## config.mk

```make
export PLATFORM = sky130hd
export DESIGN_NAME = reg_scoreboard
export DESIGN_NICKNAME = d
export VERILOG_FILES = /design/src/rtl/reg_scoreboard_pkg.sv /design/src/rtl/reg_scoreboard_counter.sv /design/src/rtl/reg_scoreboard.sv
export SDC_FILE = /design/constraint.sdc
export NUM_CORES = 1
export LEC_CHECK = 0
export BUFFER_PORTS_ARGS = -buffer_cell sky130_fd_sc_hd__buf_2
export CORE_UTILIZATION = 68
export DETAILED_ROUTE_END_ITERATION = 6
export PLACE_DENSITY_LB_ADDON = 0.1
export SLEW_MARGIN = 40
export SYNTH_ARGS = -nofsm -noshare
export SYNTH_HDL_FRONTEND = slang
export SYNTH_SLANG_ARGS = --single-unit
export TNS_END_PERCENT = 100
```

## constraint.sdc

```tcl
create_clock -name clk -period 7 [get_ports clk]
set_clock_uncertainty 0.1 [all_clocks]
set_input_delay 0.7 -clock clk [delete_from_list [all_inputs] [get_ports clk]]
set_output_delay 0.7 -clock clk [all_outputs]
set_load 0.1 [all_outputs]
```

## src/rtl/reg_scoreboard_pkg.sv

```systemverilog
// Shared sizing constants for the GPR write scoreboard.
package reg_scoreboard_pkg;
   localparam int SB_NR_REGS   = 32;
   localparam int SB_CNT_W     = 2;
   localparam int REG_IDX_W    = 5;
   localparam logic [REG_IDX_W-1:0] X0_IDX = '0;
endpackage

```

## src/rtl/reg_scoreboard_counter.sv

```systemverilog
// Pending-write counter for one GPR: +inc, -dec (0..2), clamps at zero on underflow.
module sb_counter #(
   parameter int CNT_W = 2
) (
   input  logic             clk,
   input  logic             rst,
   input  logic             inc,
   input  logic [1:0]       dec,
   input  logic             clr,
   output logic [CNT_W-1:0] cnt,
   output logic             busy,
   output logic             underflow
);
   logic [CNT_W:0] sum;

   assign sum       = {1'b0, cnt} + (CNT_W+1)'(inc);
   // A flush discards everything in flight, so it can never count as an underflow.
   assign underflow = ~clr & ((CNT_W+1)'(dec) > sum);
   assign busy      = |cnt;

   always_ff @(posedge clk or posedge rst) begin
      if (rst)
         cnt <= '0;
      else if (clr || underflow)
         cnt <= '0;
      else
         cnt <= CNT_W'(sum - (CNT_W+1)'(dec));
   end
endmodule

```

## src/rtl/reg_scoreboard.sv

```systemverilog
// Tracks in-flight GPR writes (ID issue to WB commit) and raises id_stall on RAW or WAW saturation.
module reg_scoreboard
   import reg_scoreboard_pkg::*;
#(
   parameter int NR_REGS   = SB_NR_REGS,
   parameter int CNT_W     = SB_CNT_W,
   parameter bit WB_BYPASS = 1'b1
) (
   input  logic                 clk,
   input  logic                 rst,
   input  logic                 id_valid,
   input  logic                 id_use_rs1,
   input  logic                 id_use_rs2,
   input  logic [REG_IDX_W-1:0] id_rs1,
   input  logic [REG_IDX_W-1:0] id_rs2,
   input  logic                 id_rd_w_en,
   input  logic [REG_IDX_W-1:0] id_rd,
   input  logic                 issue_fire,
   input  logic                 wb_rd_w_en,
   input  logic [REG_IDX_W-1:0] wb_rd,
   input  logic                 kill_valid,
   input  logic [REG_IDX_W-1:0] kill_rd,
   input  logic                 flush_all,
   output logic                 id_stall,
   output logic [NR_REGS-1:0]   busy_vec,
   output logic                 pending_any,
   output logic                 err_underflow
);
   localparam logic [CNT_W-1:0] CNT_MAX = {CNT_W{1'b1}};
   localparam logic [CNT_W-1:0] CNT_ONE = CNT_W'(1);

   logic [CNT_W-1:0]   cnt [NR_REGS];
   logic [NR_REGS-1:0] uf_vec;
   logic               fire;
   logic [CNT_W-1:0]   c_rs1, c_rs2;
   logic               raw1, raw2, sat;

   // An issue attempted while stalled is a protocol violation and is dropped.
   assign fire = issue_fire & id_valid & ~id_stall;

   assign cnt[0]      = '0;
   assign busy_vec[0] = 1'b0;
   assign uf_vec[0]   = 1'b0;

   for (genvar g = 1; g < NR_REGS; g++) begin : g_cnt
      logic       inc;
      logic [1:0] dec;

      assign inc = fire & id_rd_w_en & (id_rd == REG_IDX_W'(g));
      assign dec = 2'(wb_rd_w_en & (wb_rd == REG_IDX_W'(g)))
                 + 2'(kill_valid & (kill_rd == REG_IDX_W'(g)));

      sb_counter #(.CNT_W(CNT_W)) u_cnt (
         .clk       (clk),
         .rst       (rst),
         .inc       (inc),
         .dec       (dec),
         .clr       (flush_all),
         .cnt       (cnt[g]),
         .busy      (busy_vec[g]),
         .underflow (uf_vec[g])
      );
   end

   assign pending_any = |busy_vec;

   always_comb begin
      c_rs1 = cnt[id_rs1];
      c_rs2 = cnt[id_rs2];
      // Last pending write retiring this cycle is visible through the WB bypass.
      raw1  = id_use_rs1 && (id_rs1 != X0_IDX) && (c_rs1 != '0)
              && !(WB_BYPASS && (c_rs1 == CNT_ONE) && wb_rd_w_en && (wb_rd == id_rs1));
      raw2  = id_use_rs2 && (id_rs2 != X0_IDX) && (c_rs2 != '0)
              && !(WB_BYPASS && (c_rs2 == CNT_ONE) && wb_rd_w_en && (wb_rd == id_rs2));
      sat   = id_rd_w_en && (id_rd != X0_IDX) && (cnt[id_rd] == CNT_MAX);
      id_stall = id_valid && !flush_all && (raw1 || raw2 || sat);
   end

   always_ff @(posedge clk or posedge rst) begin
      if (rst)
         err_underflow <= 1'b0;
      else if (|uf_vec)
         err_underflow <= 1'b1;
   end
endmodule

```

# Word-level counts from Yosys, hierarchy flattened
# Index checks and enable logic that the tools add are counted.
# word_totals
ff_bits,63
output_inout_bits,35
# op_classes
mux,40
bitwise_logic,132
n_reduce_logical,88
add_sub_neg,93
order_cmp,34
n_eq_ne,98
# op_table
op,n
$eq 5x5->1 const B,48
$and 1x1->1,127
$eq 5x4->1 const B,24
$add 2x1->3,31
$gt 2x3->1,31
$mux 2,37
$add 1x1->2,31
$reduce_or 2->1,31
$reduce_or 62->1,1
$sub 2x2->2,31
$eq 5x3->1 const B,12
$logic_or 1x1->1,33
$reduce_or 31->1,1
$bmux 2 s5,3
$eq 5x2->1 const B,6
$ge 6x6->1 const B,3
$not 5->6,3
$eq 5x1->1 const B,3
$reduce_bool 5->1,3
$logic_and 1x1->1,14
$eq 5x5->1,2
$eq 2x1->1 const B,2
$reduce_bool 2->1,2
$logic_not 1->1,3
other kinds (2),3

# Depth between registers and ports, before layout
# logic_depth
word_depth,21
ltp_mapped,21

# Modules after synthesis
# Synthesis repeated with hierarchy kept, for this count alone.
# unflattened
hier_cells,1006
hier_area_um2,8903.5
# by_module_without_submodules
mod,cells_per_inst,instances,area_each_um2
sb_counter,19,31,183.9
reg_scoreboard,417,1,3201.8

# Least setup slack after synthesis
# Ideal clock, no wire load.
# synth_path
path_type,input -> register
startpoint,in id_rd[1]
endpoint,reg err_underflow
path_slack_ps,2468
n_path_buf,3
required_time_ps,6772
cell_stages,20
arrival_ps,4304
setup_time_ps,128
path_cell_list,buf_2 buf_4 mux2_2 a221oi_1 nor3_1 a21oi_1 o32a_1 a31oi_4 buf_6 nor4_1 ha_1 ha_1 inv_1 ha_1 nor2b_1 o21ai_0 nand4_1 nor4_1 a21oi_1 or2_2
# synth_via
elab_chain_cells,16
elab_cells_between_ends,169
cone_classes,add/sub: 31; order compare: 31; eq/ne: 32; mux: 3; bitwise: 66; reduce/logical: 6
# synth_rtl
element,line,source
"start, declared",reg_scoreboard.sv:17,"input logic [REG_IDX_W-1:0] id_rd,"
$not 5->6 (not written as such),reg_scoreboard.sv:75,sat = id_rd_w_en && (id_rd != X0_IDX) && (cnt[id_rd] == CNT_MAX);
$bmux 2 s5,reg_scoreboard.sv:75,
$mux 2 (not written as such) (2 in a row),reg_scoreboard.sv:75,
$eq 2x2->1,reg_scoreboard.sv:75,
$logic_and 1x1->1,reg_scoreboard.sv:75,
$logic_or 1x1->1,reg_scoreboard.sv:76,id_stall = id_valid && !flush_all && (raw1 || raw2 || sat);
$logic_and 1x1->1,reg_scoreboard.sv:76,
$not 1->1,reg_scoreboard.sv:39,assign fire = issue_fire & id_valid & ~id_stall;
$and 1x1->1,reg_scoreboard.sv:39,
$and 1x1->1 (2 in a row),reg_scoreboard.sv:49,assign inc = fire & id_rd_w_en & (id_rd == REG_IDX_W'(g));
$add 2x1->3,reg_scoreboard_counter.sv:16,"assign sum = {1'b0, cnt} + (CNT_W+1)'(inc);"
$gt 2x3->1,reg_scoreboard_counter.sv:18,assign underflow = ~clr & ((CNT_W+1)'(dec) > sum);
$and 1x1->1,reg_scoreboard_counter.sv:18,
$reduce_or 31->1 (*),reg_scoreboard.sv:82,else if (|uf_vec)
"end signal, assigned",reg_scoreboard.sv:81,err_underflow <= 1'b0;
"end signal, assigned",reg_scoreboard.sv:83,err_underflow <= 1'b1;
"end, declared",reg_scoreboard.sv:27,output logic err_underflow
# Every way passes the cells marked *; elsewhere a longest branch is shown, timed or not. The select of a mux whose other input is x is not followed.
# A chain may end at the register's enable or synchronous reset.

# Worst setup path after layout
# layout_path
startpoint,in id_rs2[0]
endpoint,reg err_underflow
# layout_via
elab_chain_cells,20
elab_cells_between_ends,145
cone_classes,add/sub: 31; order compare: 31; eq/ne: 2; mux: 3; bitwise: 66; reduce/logical: 12
# layout_rtl
element,line,source
"start, declared",reg_scoreboard.sv:15,"input logic [REG_IDX_W-1:0] id_rs2,"
$not 5->6 (not written as such),reg_scoreboard.sv:69,c_rs2 = cnt[id_rs2];
$bmux 2 s5,reg_scoreboard.sv:69,
$mux 2 (not written as such) (2 in a row),reg_scoreboard.sv:69,
$eq 2x1->1,reg_scoreboard.sv:74,&& !(WB_BYPASS && (c_rs2 == CNT_ONE) && wb_rd_w_en && (wb_rd == id_rs2));
$logic_and 1x1->1 (2 in a row),reg_scoreboard.sv:74,
$logic_not 1->1,reg_scoreboard.sv:74,
$logic_and 1x1->1 (*),reg_scoreboard.sv:74,
$logic_or 1x1->1 (*) (2 in a row),reg_scoreboard.sv:76,
$logic_and 1x1->1 (*),reg_scoreboard.sv:76,
$not 1->1 (*),reg_scoreboard.sv:39,
$and 1x1->1 (*),reg_scoreboard.sv:39,
$and 1x1->1 (*),reg_scoreboard.sv:49,
$and 1x1->1,reg_scoreboard.sv:49,
$add 2x1->3,reg_scoreboard_counter.sv:16,
$gt 2x3->1,reg_scoreboard_counter.sv:18,
$and 1x1->1,reg_scoreboard_counter.sv:18,
$reduce_or 31->1 (*),reg_scoreboard.sv:82,
# Marks and branches as above.

==> impl_results.md <==
* Initial core utilization at 70.18%
* Most frequent cells in the layout: ha_1, nor2_1, inv_1
* CTS tree: done
* Power Dens Cells at 133.5 nW/µm²
* 1st-iter DRT viols at 908
* Worst-path maximum fanout at 23
* Post-synthesis sequential area ratio at 17.73%
* Htree depth at 3
* Final setup violation count at 0
* DRC viols at 0
* Area delta synth->final at 4.503%
* CTS buffer count at 9
* Antenna Cells at 0
* Clk_lat worst skew at 0.35 ns
* Gate Count Post-Synth at 1032
* Placed instance area at 9006 µm²
* Routed WL at 27170 µm
* Clk slew on worst S/H paths at 0.06 ns
* Worst R2R Path Depth at 17
* Die width at 116.4 µm
* CP required at 7.14 ns
* IO buf count at 68
* #FFs+latches synth at 63
* Die height at 116.4 µm
* EDFF count, synth at 0
* Routability cong. at 1.040
* Status: finished clean
* Tcrit/Tclk final at 80.06%
* DPL Wire Length at 20770 µm
* Met1 Usage GRT at 53.95%
* Layout cell share with drive strength beyond 1 at 15.87%
* Final Hold Vio Count at 0
* Via Count at 7899
* Mapped Avg Cell Area at 8.617 µm²
* RSZ-0062 raised after global routing: no
* Die area at 13540 µm²
* Classification of the worst-slack hold path: input port to asynchronous set/reset pin
* Final ANT Viol Nets at 0
* Measured slew at the worst slew-check pin at 0.8183 ns
* Setup bufs post-CTS at 0
* # resized after CTS at 0
* Commonest non-fill, non-tap cell in the layout: ha_1
* Tmin final at 5.604 ns
* Critical path launch point type: input port
* Wire per inst at 22.42 µm
* Netlist Area Pre-Place at 8892 µm²
* All-Layer GR Usage at 42.30%
* Core outline area at 12670 µm²
* Clock tree sinks at 63
* Filler instances at 1021
* M3 GR Usage at 12.77%
* Final Cell Area at 9293 µm²
* First-pass GRT wire length at 41750 µm
* Peak supply drop at 0.1197 mV
* I/O Pins at 70
* Max_cap viols at 0
* FF/Latch Area at 1577 µm²
* Met2 usage at 62.88%
* Slew Viols, Final at 0
* Setup TNS at 0 ns
* CTS Hold Bufs at 0
* Unique masters post-synth at 61
* Vias in the first global route at 7603
* Static Leak at 4.657 nW
* Post-synth ARST share at 100.0%
* Row count at 41
* Root buffer cell: clkbuf_16
* Multi-input logic area at 6472 µm²
* Clock Path Buffers at 2
* Net Count, Synth at 1253
* Prevailing post-synth register cell: dfrtp_1
* Warnings, synthesis at 0
* Nets at 1259
* Fmax at 178.4 MHz
* Total grt overflow at 0
* Slew Limit Headroom at 45.44%
* 1st-pass router iterations at 6
* Kind of critical path: input port to flip-flop
* Worst EP arrival at 5.74 ns
* CP endpoint kind: flip-flop
* Antenna violations before repair at 1
* Via density at 6.517
* Pin count of the biggest net entering global routing at 64
* Top Usage Layer GRT: met2
[cell families after synthesis]
logic type	Yosys count	share of synthesized area, %
multiplexers	75	11.55
flip-flops	63	17.73
AND/OR/NAND/NOR	377	22.78
AO/OA/AOI/OAI	113	8.203
buffers and inverters	176	9.484
XOR/XNOR	41	4.038
adder cells (fa/ha/maj)	186	26.17
other	1	0.04217
[layout make-up]
cell class                 instances  area share, %
clock buffer                      12          2.760
clock inverter                     1         0.3231
inverter                         100          4.039
multi-input combinational        793          69.65
sequential                        63          16.97
tap                              172          2.316
timing repair buffer              71          3.945
[per-stage QoR]
step	setup slack, ns	hold WS (ns)	utilization, %	cells	total power, W
floorplan	2.468	0.6321	-	1032	0.0006985
global placement	1.227	0.4489	71.05	1199	0.0007743
detailed placement	1.180	0.4360	71.08	1199	0.0007782
CTS	1.546	0.4389	73.34	1212	0.001233
global route	1.048	0.4553	73.34	1212	0.001282
finish	1.396	0.3766	73.34	1212	0.001240
[layer usage]
layer	wire length [µm]	vias to the layer above
met5	15	-
met4	1603	2
met3	3446	137
met2	11630	527
met1	10470	3685
li1	-	3548
[registers in the layout, summed over array words and instances, names as in the netlist]
| register | cells |
|---|---|
| err_underflow | 1 |
| g_cnt.u_cnt.cnt | 62 |
[path summary, 6_finish.rpt]
kind / start / endpoint / slack [ns]
max: id_rs2[0] / err_underflow / 1.40
min: rst / g_cnt[3].u_cnt.cnt[1] / 0.38
max reg2reg: g_cnt[11].u_cnt.cnt[1] / err_underflow / 1.79
min reg2reg: err_underflow / err_underflow / 0.47
max in group asynchronous: rst / g_cnt[20].u_cnt.cnt[0] / 5.93
min in group clk: err_underflow / err_underflow / 0.47
[critical path, cell delays in order]
cell and delay (ns):
buf_2 0.50, buf_4 0.30, mux2i_1 0.08, o311ai_0 0.33, a211oi_1 0.09, nor4_1 0.29, a21oi_1 0.13, a31oi_4 0.59
nor4_2 0.16, ha_1 0.22, ha_1 0.27, inv_1 0.04, ha_1 0.31, nor2b_1 0.14, o21ai_0 0.53, nand4_1 0.39
nor4_1 0.26, a21oi_1 0.09, or2_2 0.30
[cells in the mapped netlist, types with 10 or more instances]
master | number | area [µm²]
a21oi_1 | 41 | 205.2
nand4_1 | 11 | 68.82
o21ai_0 | 33 | 165.2
or2_2 | 35 | 219.0
or4_1 | 10 | 75.07
xor2_1 | 35 | 306.5
nor2b_1 | 47 | 294.0
nor2_1 | 137 | 514.2
nand3_1 | 21 | 105.1
mux2i_1 | 43 | 430.4
nand2_1 | 28 | 105.1
clkbuf_1 | 24 | 90.09
nand2b_1 | 42 | 262.8
mux4_2 | 17 | 382.9
ha_1 | 186 | 2327
nor4_1 | 19 | 118.9
dfrtp_1 | 63 | 1577
inv_1 | 100 | 375.4
mux2_2 | 12 | 135.1
buf_4 | 36 | 270.3
[power breakdown]
part	total [W]	switching [W]	internal, W	leakage, nW
Combinational	0.000387	0.000271	0.000115	3.65
Sequential	0.000397	0.0000231	0.000374	0.869
Clock	0.000457	0.000168	0.000289	0.141
Total	0.00124	0.000462	0.000778	4.66
Note: power is estimated with default switching activity, not from simulation.
